===== src/rtl/random_request_arbiter.sv =====
// ---------------------------------------------------------------------------
// random_request_arbiter
//
// Shares one slow-stepping random source among N_REQ requesters. A winner is
// chosen round-robin. Its sample is optionally whitened with a 16-bit LFSR and
// then reduced into [0, limit) by repeated subtraction, one step per cycle.
// The result is returned with a one-cycle response pulse.
//
// Ports:
//   clk            system clock
//   reset          synchronous, active-high reset
//   req            per-requester request level, held until its response
//   limit_bus      packed exclusive upper bounds, VALUE_W bits per requester
//   src_value      current output of the random source
//   src_max_value  constant SRC_MAX for the source's max_value input
//   busy           high whenever the engine is not idle
//   rsp_valid      one-cycle result pulse
//   rsp_gnt        one-hot served requester (0 when rsp_valid is low)
//   rsp_id         index of served requester (0 when rsp_valid is low)
//   rsp_value      reduced result (0 when rsp_valid is low)
// ---------------------------------------------------------------------------
module random_request_arbiter #(
    parameter int unsigned N_REQ     = 4,
    parameter int unsigned ID_W      = 2,
    parameter int unsigned VALUE_W   = 9,
    parameter logic [31:0] SRC_MAX   = 32'd480,
    parameter bit          MIX_EN    = 1'b1,
    parameter logic [15:0] LFSR_SEED = 16'hACE1
) (
    input  logic                       clk,
    input  logic                       reset,
    input  logic [N_REQ-1:0]           req,
    input  logic [N_REQ*VALUE_W-1:0]   limit_bus,
    input  logic [VALUE_W-1:0]         src_value,
    output logic [31:0]                src_max_value,
    output logic                       busy,
    output logic                       rsp_valid,
    output logic [N_REQ-1:0]           rsp_gnt,
    output logic [ID_W-1:0]            rsp_id,
    output logic [VALUE_W-1:0]         rsp_value
);

    typedef enum logic [1:0] {
        IDLE   = 2'd0,
        REDUCE = 2'd1,
        DONE   = 2'd2
    } state_t;

    // Register state
    state_t               state_q,     state_d;
    logic [ID_W-1:0]      rr_ptr_q,    rr_ptr_d;
    logic [15:0]          lfsr_q,      lfsr_d;
    logic [VALUE_W-1:0]   val_q,       val_d;
    logic [VALUE_W-1:0]   lim_q,       lim_d;
    logic [ID_W-1:0]      id_q,        id_d;
    logic                 busy_q,      busy_d;
    logic                 rsp_valid_q, rsp_valid_d;
    logic [N_REQ-1:0]     rsp_gnt_q,   rsp_gnt_d;
    logic [ID_W-1:0]      rsp_id_q,    rsp_id_d;
    logic [VALUE_W-1:0]   rsp_value_q, rsp_value_d;

    // Arbitration helpers
    logic                 found;
    logic [ID_W-1:0]      winner;
    logic [VALUE_W-1:0]   win_limit;
    logic [VALUE_W-1:0]   sample;
    logic                 lfsr_fb;

    assign src_max_value = SRC_MAX;

    // Fibonacci LFSR, taps 16,14,13,11, shifting left with feedback into bit 0
    always_comb begin
        lfsr_fb = lfsr_q[15] ^ lfsr_q[13] ^ lfsr_q[12] ^ lfsr_q[10];
        lfsr_d  = {lfsr_q[14:0], lfsr_fb};
    end

    // Whitened (or raw) sample as seen at the grant edge
    always_comb begin
        if (MIX_EN) begin
            sample = src_value ^ lfsr_q[VALUE_W-1:0];
        end else begin
            sample = src_value;
        end
    end

    // Round-robin pick: first set request at or above rr_ptr, wrapping
    always_comb begin
        int unsigned idx;
        found  = 1'b0;
        winner = '0;
        idx    = 0;
        for (int unsigned i = 0; i < N_REQ; i++) begin
            idx = (32'(rr_ptr_q) + i) % N_REQ;
            if (!found && req[ID_W'(idx)]) begin
                found  = 1'b1;
                winner = ID_W'(idx);
            end
        end
    end

    // Limit slice of the winner, constant-index selection
    always_comb begin
        win_limit = '0;
        for (int unsigned i = 0; i < N_REQ; i++) begin
            if (winner == ID_W'(i)) begin
                win_limit = limit_bus[i*VALUE_W +: VALUE_W];
            end
        end
    end

    // Next-state and next-output logic
    always_comb begin
        state_d     = state_q;
        rr_ptr_d    = rr_ptr_q;
        val_d       = val_q;
        lim_d       = lim_q;
        id_d        = id_q;
        rsp_valid_d = 1'b0;
        rsp_gnt_d   = '0;
        rsp_id_d    = '0;
        rsp_value_d = '0;

        unique case (state_q)
            IDLE: begin
                if (found) begin
                    id_d    = winner;
                    lim_d   = win_limit;
                    val_d   = sample;
                    state_d = REDUCE;
                    if (winner == ID_W'(N_REQ - 1)) begin
                        rr_ptr_d = '0;
                    end else begin
                        rr_ptr_d = winner + ID_W'(1);
                    end
                end
            end

            REDUCE: begin
                // Response registers load on the edge that enters DONE
                if (lim_q == '0) begin
                    val_d       = '0;
                    state_d     = DONE;
                    rsp_valid_d = 1'b1;
                    rsp_gnt_d   = N_REQ'(1) << id_q;
                    rsp_id_d    = id_q;
                    rsp_value_d = '0;
                end else if (val_q >= lim_q) begin
                    val_d = val_q - lim_q;
                end else begin
                    state_d     = DONE;
                    rsp_valid_d = 1'b1;
                    rsp_gnt_d   = N_REQ'(1) << id_q;
                    rsp_id_d    = id_q;
                    rsp_value_d = val_q;
                end
            end

            DONE: begin
                state_d = IDLE;
            end

            default: begin
                state_d = IDLE;
            end
        endcase

        busy_d = (state_d != IDLE);
    end

    // State and output registers
    always_ff @(posedge clk) begin
        if (reset) begin
            state_q     <= IDLE;
            rr_ptr_q    <= '0;
            lfsr_q      <= LFSR_SEED;
            val_q       <= '0;
            lim_q       <= '0;
            id_q        <= '0;
            busy_q      <= 1'b0;
            rsp_valid_q <= 1'b0;
            rsp_gnt_q   <= '0;
            rsp_id_q    <= '0;
            rsp_value_q <= '0;
        end else begin
            state_q     <= state_d;
            rr_ptr_q    <= rr_ptr_d;
            lfsr_q      <= lfsr_d;
            val_q       <= val_d;
            lim_q       <= lim_d;
            id_q        <= id_d;
            busy_q      <= busy_d;
            rsp_valid_q <= rsp_valid_d;
            rsp_gnt_q   <= rsp_gnt_d;
            rsp_id_q    <= rsp_id_d;
            rsp_value_q <= rsp_value_d;
        end
    end

    assign busy      = busy_q;
    assign rsp_valid = rsp_valid_q;
    assign rsp_gnt   = rsp_gnt_q;
    assign rsp_id    = rsp_id_q;
    assign rsp_value = rsp_value_q;

endmodule


===== config.mk =====
export PLATFORM = sky130hd
export DESIGN_NAME = random_request_arbiter
export DESIGN_NICKNAME = d
export VERILOG_FILES = /design/src/rtl/random_request_arbiter.sv
export SDC_FILE = /design/constraint.sdc
export NUM_CORES = 1
export LEC_CHECK = 0
export ABC_AREA = 1
export BUFFER_PORTS_ARGS = -buffer_cell sky130_fd_sc_hd__buf_4
export CAP_MARGIN = 20
export CORE_MARGIN = 2
export CORE_UTILIZATION = 52
export DETAILED_ROUTE_END_ITERATION = 16
export PLACE_DENSITY_LB_ADDON = 0.15
export SLEW_MARGIN = 10
export SYNTH_ARGS = -nofsm -noshare
export SYNTH_HDL_FRONTEND = slang
export SYNTH_SLANG_ARGS = --single-unit

===== constraint.sdc =====
create_clock -name clk -period 3.2 [get_ports clk]
set_input_delay 0 -clock clk [delete_from_list [all_inputs] [get_ports clk]]
set_output_delay 0 -clock clk [all_outputs]
set_load 0.1 [all_outputs]

==> results of run 1 <==
## state kept, by name, indices dropped and copies added, names as in the netlist
name       flops
rsp_id         2
lfsr_q        16
busy           1
id_q           2
rsp_gnt        4
state_q        2
rsp_value      9
rsp_valid      1
lim_q          9
rr_ptr_q       2
val_q          9
## layer usage
metal / global-route usage [%] / up-vias / wire (microns)
met5: 0 / - / 0
met4: 8.06 / 0 / 102
met3: 5.54 / 11 / 373
met2: 35.5 / 90 / 3540
met1: 27.0 / 1377 / 3420
li1: - / 1619 / -
## layout make-up
cell class / count / area [sq um] / area share [%]
timing repair buffer: 74 / 573 / 14.4
clock inverter: 4 / 51.3 / 1.29
tap: 77 / 96.3 / 2.42
clock buffer: 12 / 155 / 3.90
multi-input combinational: 346 / 1720 / 43.1
sequential: 57 / 1140 / 28.7
inverter: 66 / 248 / 6.22
## power groups by stage
stage	Sequential, mW	Clock [mW]	Combinational, mW
2_1_floorplan	1.22	0	2.23
3_3_place_gp	1.02	0	2.84
3_5_place_dp	1.02	0	2.87
4_1_cts	1.01	0.701	2.91
5_1_grt	1.03	0.735	3.35
6_report	1.01	0.690	2.94
## what timing repair did
action,4_1_cts,5_1_grt
setup endpoints to repair,0,9
gates resized for setup,0,2
hold endpoints to repair,21,0
hold buffers,7,0
## through the flow
step | std cells | utilization (%) | hold WS, ns | worst slack (ns) | total power, mW
final | 636 | 63.8 | 0.00839 | 0.399 | 4.64
after global routing | 636 | 63.8 | 0.0223 | 0.0270 | 5.12
after CTS | 636 | 63.8 | 0.00343 | 0.183 | 4.62
after detailed placement | 613 | 59.3 | 0.302 | 0.210 | 3.89
after global placement | 613 | 59.3 | 0.303 | 0.403 | 3.85
after floorplan | 514 | - | 0.205 | 0.931 | 3.45
## placed cells by master (no fill, tap or decap), drive strengths merged, types with 4 or more instances in the layout
cell / Yosys / final
ha: 13 / 13
clkbuf: 5 / 12
dfxtp: 57 / 57
nor3: 6 / 6
dlygate4sd3: 0 / 7
nand3: 35 / 35
nand2: 98 / 98
buf: 40 / 67
or2: 7 / 7
nand3b: 4 / 4
nor2: 49 / 49
clkinv: 3 / 5
a21oi: 40 / 40
inv: 63 / 63
nand4: 4 / 4
conb: 2 / 32
o21ai: 47 / 47
## kinds of logic (layout without fill, tap and decap cells)
family | Yosys count | after routing | synth area share [%]
buffers and inverters | 111 | 156 | 17.3
XOR/XNOR | 6 | 6 | 1.59
AND/OR/NAND/NOR | 203 | 203 | 26.9
flip-flops | 57 | 57 | 34.4
other | 2 | 32 | 0.226
adder cells (fa/ha/maj) | 14 | 14 | 5.51
AO/OA/AOI/OAI | 91 | 91 | 14.1
## final timing paths
check,end,slack (ns),cells past startpoint
worst max-delay path,lim_q[2],0.40,16
worst min-delay path,lim_q[3],0.008,3
worst max register to register,lim_q[2],0.40,16
worst min register to register,lfsr_q[12],0.41,2
## critical path, cell delays in order, from the launching register on
cell and delay, ns:
dfxtp_1 0.50, inv_1 0.18, nand2_1 0.09, nand2_1 0.09, nand2_2 0.10, nand2_2 0.07
nor2_4 0.11, nand3_1 0.09, o21ai_1 0.28, ha_2 0.36, clkinv_1 0.25, nand3_1 0.13
nand2_1 0.05, o21ai_0 0.06, nand2_1 0.07, o21ai_0 0.12, a21oi_1 0.12
==> impl_metrics.toml, run 1 <==
[floorplan]
io_pins = 100
initial_core_util_pct = 53.1
die_x_microns = 83.9
std_cell_rows = 29
die_h_microns = 83.9
floorplan.die_area_sq_mm = 0.00703
coreArea_sq_mm = 0.00624

[sta]
worst_clock_skew_ns = 0.00946
period_share_pct = 87.5
hold_violations = 0
maxClockFrequency_ghz = 0.357
period_minus_slack_ns = 2.80
setup_tns_ns = 0
max_slew_margin_pct = 52.9
worst_pin_slew_ns = 0.706
rsz0062_at_grt = "false"
setup_violations = 0
timing.final.max_slew_violations = 0

[finish]
stdcell_area_sq_mm = 0.00398
drive_gt1_share_pct = 18.6
antenna_cells_inserted = 0
fillers = 596
fin_nets = 619
syn_to_final_growth_pct = 20.1

[power]
clockPowerShare_pct = 14.9
p_sw_mw = 2.43
ir_drop_v = 0.000701
power.share.switching_pct = 52.3
leakagePower_nw = 2.08
power_frac_seq_pct = 21.7
p_int_mw = 2.21
p_comb_share_pct = 63.4
power_per_cell_area_mw_per_mm2 = 1170

[synth]
synth_edf_count = 0
syn_inst = 484
synth.area.top_cells = "dfxtp_1, nand2_1, buf_4"
ys_top_cells_by_count = "nand2_1, inv_1, dfxtp_1"
netlist.area_leader.share_pct = 34.4
synth_cell_types = 31
seq_area_frac_synth_pct = 34.4
ys_seq_elements = 57
synth.most_common_cell = "nand2_1"
synth_area_sq_mm = 0.00332
synthFlopType = "dfxtp_1"
yosysWarningCount = 0
synth-async-reset-ratio_pct = 0
synth_area_leader_cell = "dfxtp_1"
syn_area_per_cell_sq_um = 6.85

[setup_path]
start_kind = "flop"
crit_type = "flop to flop"
arrival_ns = 3.01
r2r_start = "rr_ptr_q[0]"
cp-startpoint = "rr_ptr_q[0]"
critPathCaptureType = "flop"
path_max_fanout = 11
required_ns = 3.41

[routing]
detail-route-antenna-nets = 0
dr.pass1.iters = 4
num_vias = 3097
drc = 0
routed_wl_mm = 7.44
routedWlPerCell_microns = 11.7
via_per_inst = 4.87
drt-initial-drc-count = 218

[clock_tree]
clockBufferDepth = 2
cts_buffers = 9
cts_tree = "done"
path_clk_slew_ns = 0.07
cts_root_buf = "clkbuf_8"
clk_latency_ns = 0.34
cts_setup_buffers = 0
clock-sinks = 57
htree_levels = 3

[global_routing]
grt_pass1_wl_mm = 12.3
antenna_found_initial = 0
track_usage_pct = 21.5
first_global_vias = 2855
grt_max_degree = 23
grt-ovfl-total = 0

[placement]
port_buffers = 67
dpl_cell_area_sq_mm = 0.00370
gp_congestion = 0.874
dpl.hpwl_mm = 5.48

[worst_hold_path]
hold_start = "limit_bus[30]"
hp-class = "input port to flop"

[job]
drv_cap = 0

[run_status]
status = "finished clean"
Power figures use the tool's default switching activity.
==> run 2: changes to the inputs <==
--- a/config.mk
+++ b/config.mk
@@ -8,8 +8,10 @@
 export ABC_AREA = 1
 export BUFFER_PORTS_ARGS = -buffer_cell sky130_fd_sc_hd__buf_4
 export CAP_MARGIN = 20
+export CELL_PAD_IN_SITES_DETAIL_PLACEMENT = 0
+export CELL_PAD_IN_SITES_GLOBAL_PLACEMENT = 1
 export CORE_MARGIN = 2
-export CORE_UTILIZATION = 52
+export CORE_UTILIZATION = 36
 export DETAILED_ROUTE_END_ITERATION = 16
 export PLACE_DENSITY_LB_ADDON = 0.15
 export SLEW_MARGIN = 10
==> impl_metrics.toml, run 2 (synthesis gave the netlist of run 1 again) <==
[clock_tree]
cts_setup_buffers = 0
cts_root_buf = "clkbuf_8"
clockBufferDepth = 2
htree_levels = 3
clk_latency_ns = 0.34
clock-sinks = 57
path_clk_slew_ns = 0.07
cts_tree = "done"
cts_buffers = 9

[global_routing]
grt-ovfl-total = 0
grtUsageMet2_pct = 26.7
track_usage_pct = 16.2
first_global_vias = 2900
top_usage_layer = "met2"
grt_max_degree = 23
antenna_found_initial = 0
grtUsageMet3_pct = 3.90
use_met1_pct = 20.7
grt_pass1_wl_mm = 13.0

[finish]
final_cell_mix = "nand2_1, buf_4, inv_1, dfxtp_1, nor2_1"
largest_register_ff_count = 16
stdcell_area_sq_mm = 0.00406
mostFrequentLayoutCell = "nand2_1"
fin_nets = 623
syn_to_final_growth_pct = 22.4
drive_gt1_share_pct = 18.5
antenna_cells_inserted = 0
fillers = 990
regMostFlops = "lfsr_q"
stdcell_count = 674

[setup_path]
path_max_fanout = 11
r2r_start = "rr_ptr_q[0]"
cp_cell_sequence = "inv_1 > nand2_1 > nand2_1 > nand2_2 > nand2_2 > nor2_4 > nand3_1 > nand3_1 > o21ai_1 > inv_1 > ha_1 > inv_1 > o21ai_0 > nand2_1 > o21ai_0 > a21oi_1"
rr_worst_depth = 16
required_ns = 3.41
cp_slowest_cell = "dfxtp_1"
regToRegEndpoint = "lim_q[6]"
crit_buf_inv = 3
arrival_ns = 2.86
critPathCaptureType = "flop"
r2r_slack_ns = 0.56
crit_type = "flop to flop"
path_delay_family = "simple AND/OR/NAND/NOR gates"
max_stage_delay_ns = 0.51
start_kind = "flop"

[sta]
max_slew_margin_pct = 55.1
worst_pin_slew_ns = 0.673
worst_clock_skew_ns = 0.00675
hold_violations = 0
setup_violations = 0
hold_slack_ns = 0.0300
maxClockFrequency_ghz = 0.378
rsz0062_at_grt = "false"
setup_tns_ns = 0
period_minus_slack_ns = 2.64
timing.final.max_slew_violations = 0
period_share_pct = 82.6

[routing]
via_per_inst = 4.56
detail-route-antenna-nets = 0
routed_wl_mm = 7.79
drc = 0
num_vias = 3072
routedWlPerCell_microns = 11.6
dr.pass1.iters = 4
drt-initial-drc-count = 126

[floorplan]
die_h_microns = 100
coreArea_sq_mm = 0.00906
std_cell_rows = 35
initial_core_util_pct = 36.6
floorplan.die_area_sq_mm = 0.00999
io_pins = 100
die_x_microns = 100

[power]
power.total_mw = 4.63
power_per_cell_area_mw_per_mm2 = 1140
ir_drop_v = 0.000496
leakagePower_nw = 2.10

[run_status]
status = "finished clean"

[placement]
gp_congestion = 0.843
placedCellCount = 648
dpl_cell_area_sq_mm = 0.00375
dpl.hpwl_mm = 5.98
port_buffers = 67

[worst_hold_path]
hold_start = "src_value[8]"
hp-class = "input port to flop"
hold_depth = 5
hold_end = "val_q[8]"

[job]
drv_cap = 0
==> run 2: cell types whose count changed in the layout (fill, tap and decap cells not counted) <==
cell | before | now
ha_1 | 12 | 13
buf_4 | 67 | 68
dlygate4sd3_1 | 7 | 10
ha_2 | 1 | 0
==> run 2: worst reg2reg max path, delay by kind of cell (launching register included) <==
kind | cells | cell delay [ns]
simple gates | 8 | 0.69
flops | 1 | 0.51
fa+ha+maj | 1 | 0.34
buf+inv | 3 | 0.49
compound gates | 4 | 0.48
==> run 2: worst max path at each step <==
stage,end,start,cells after the start,slack [ns]
3_3_place_gp,lim_q[5],rr_ptr_q[0],15,0.56
4_1_cts,lim_q[5],rr_ptr_q[0],15,0.39
6_report,lim_q[6],rr_ptr_q[0],16,0.56
5_1_grt,lim_q[4],rr_ptr_q[0],16,0.07
2_1_floorplan,lim_q[8],rr_ptr_q[0],16,0.93
3_5_place_dp,lim_q[4],rr_ptr_q[0],15,0.42
==> run 2: cell type report <==
cell class	instances	area, sq um	area share (%)
clock buffers	12	155	3.82
inverters	66	248	6.10
repair buffers	78	611	15.0
well taps	111	139	3.42
clock inverters	4	51.3	1.26
flip-flops and latches	57	1140	28.1
multi-input cells	346	1710	42.2
==> run 2: stage by stage <==
| step | setup WS (ns) | utilization (%) |
|---|---|---|
| after floorplan | 0.931 | - |
| after global placement | 0.564 | 41.4 |
| after detailed placement | 0.420 | 41.4 |
| after CTS | 0.393 | 44.8 |
| after global routing | 0.0736 | 44.8 |
| final | 0.556 | 44.8 |
==> run 2: per-layer routing <==
metal,vias to the layer above,part of all wire (%)
li1,1626,-
met1,1362,48
met2,66,46
met3,18,3.9
met4,0,2.0
met5,-,0
==> run 2: report_power, final <==
| part | switching (mW) | internal [mW] |
|---|---|---|
| Sequential | 0.127 | 0.886 |
| Combinational | 1.99 | 0.935 |
| Clock | 0.291 | 0.402 |
| Total | 2.41 | 2.22 |
==> run 2: timing repair <==
item,4_1_cts,5_1_grt
resized for setup,0,1
endpoints found under the setup margin,0,3
hold buffers,10,0
endpoints found under the hold margin,19,0
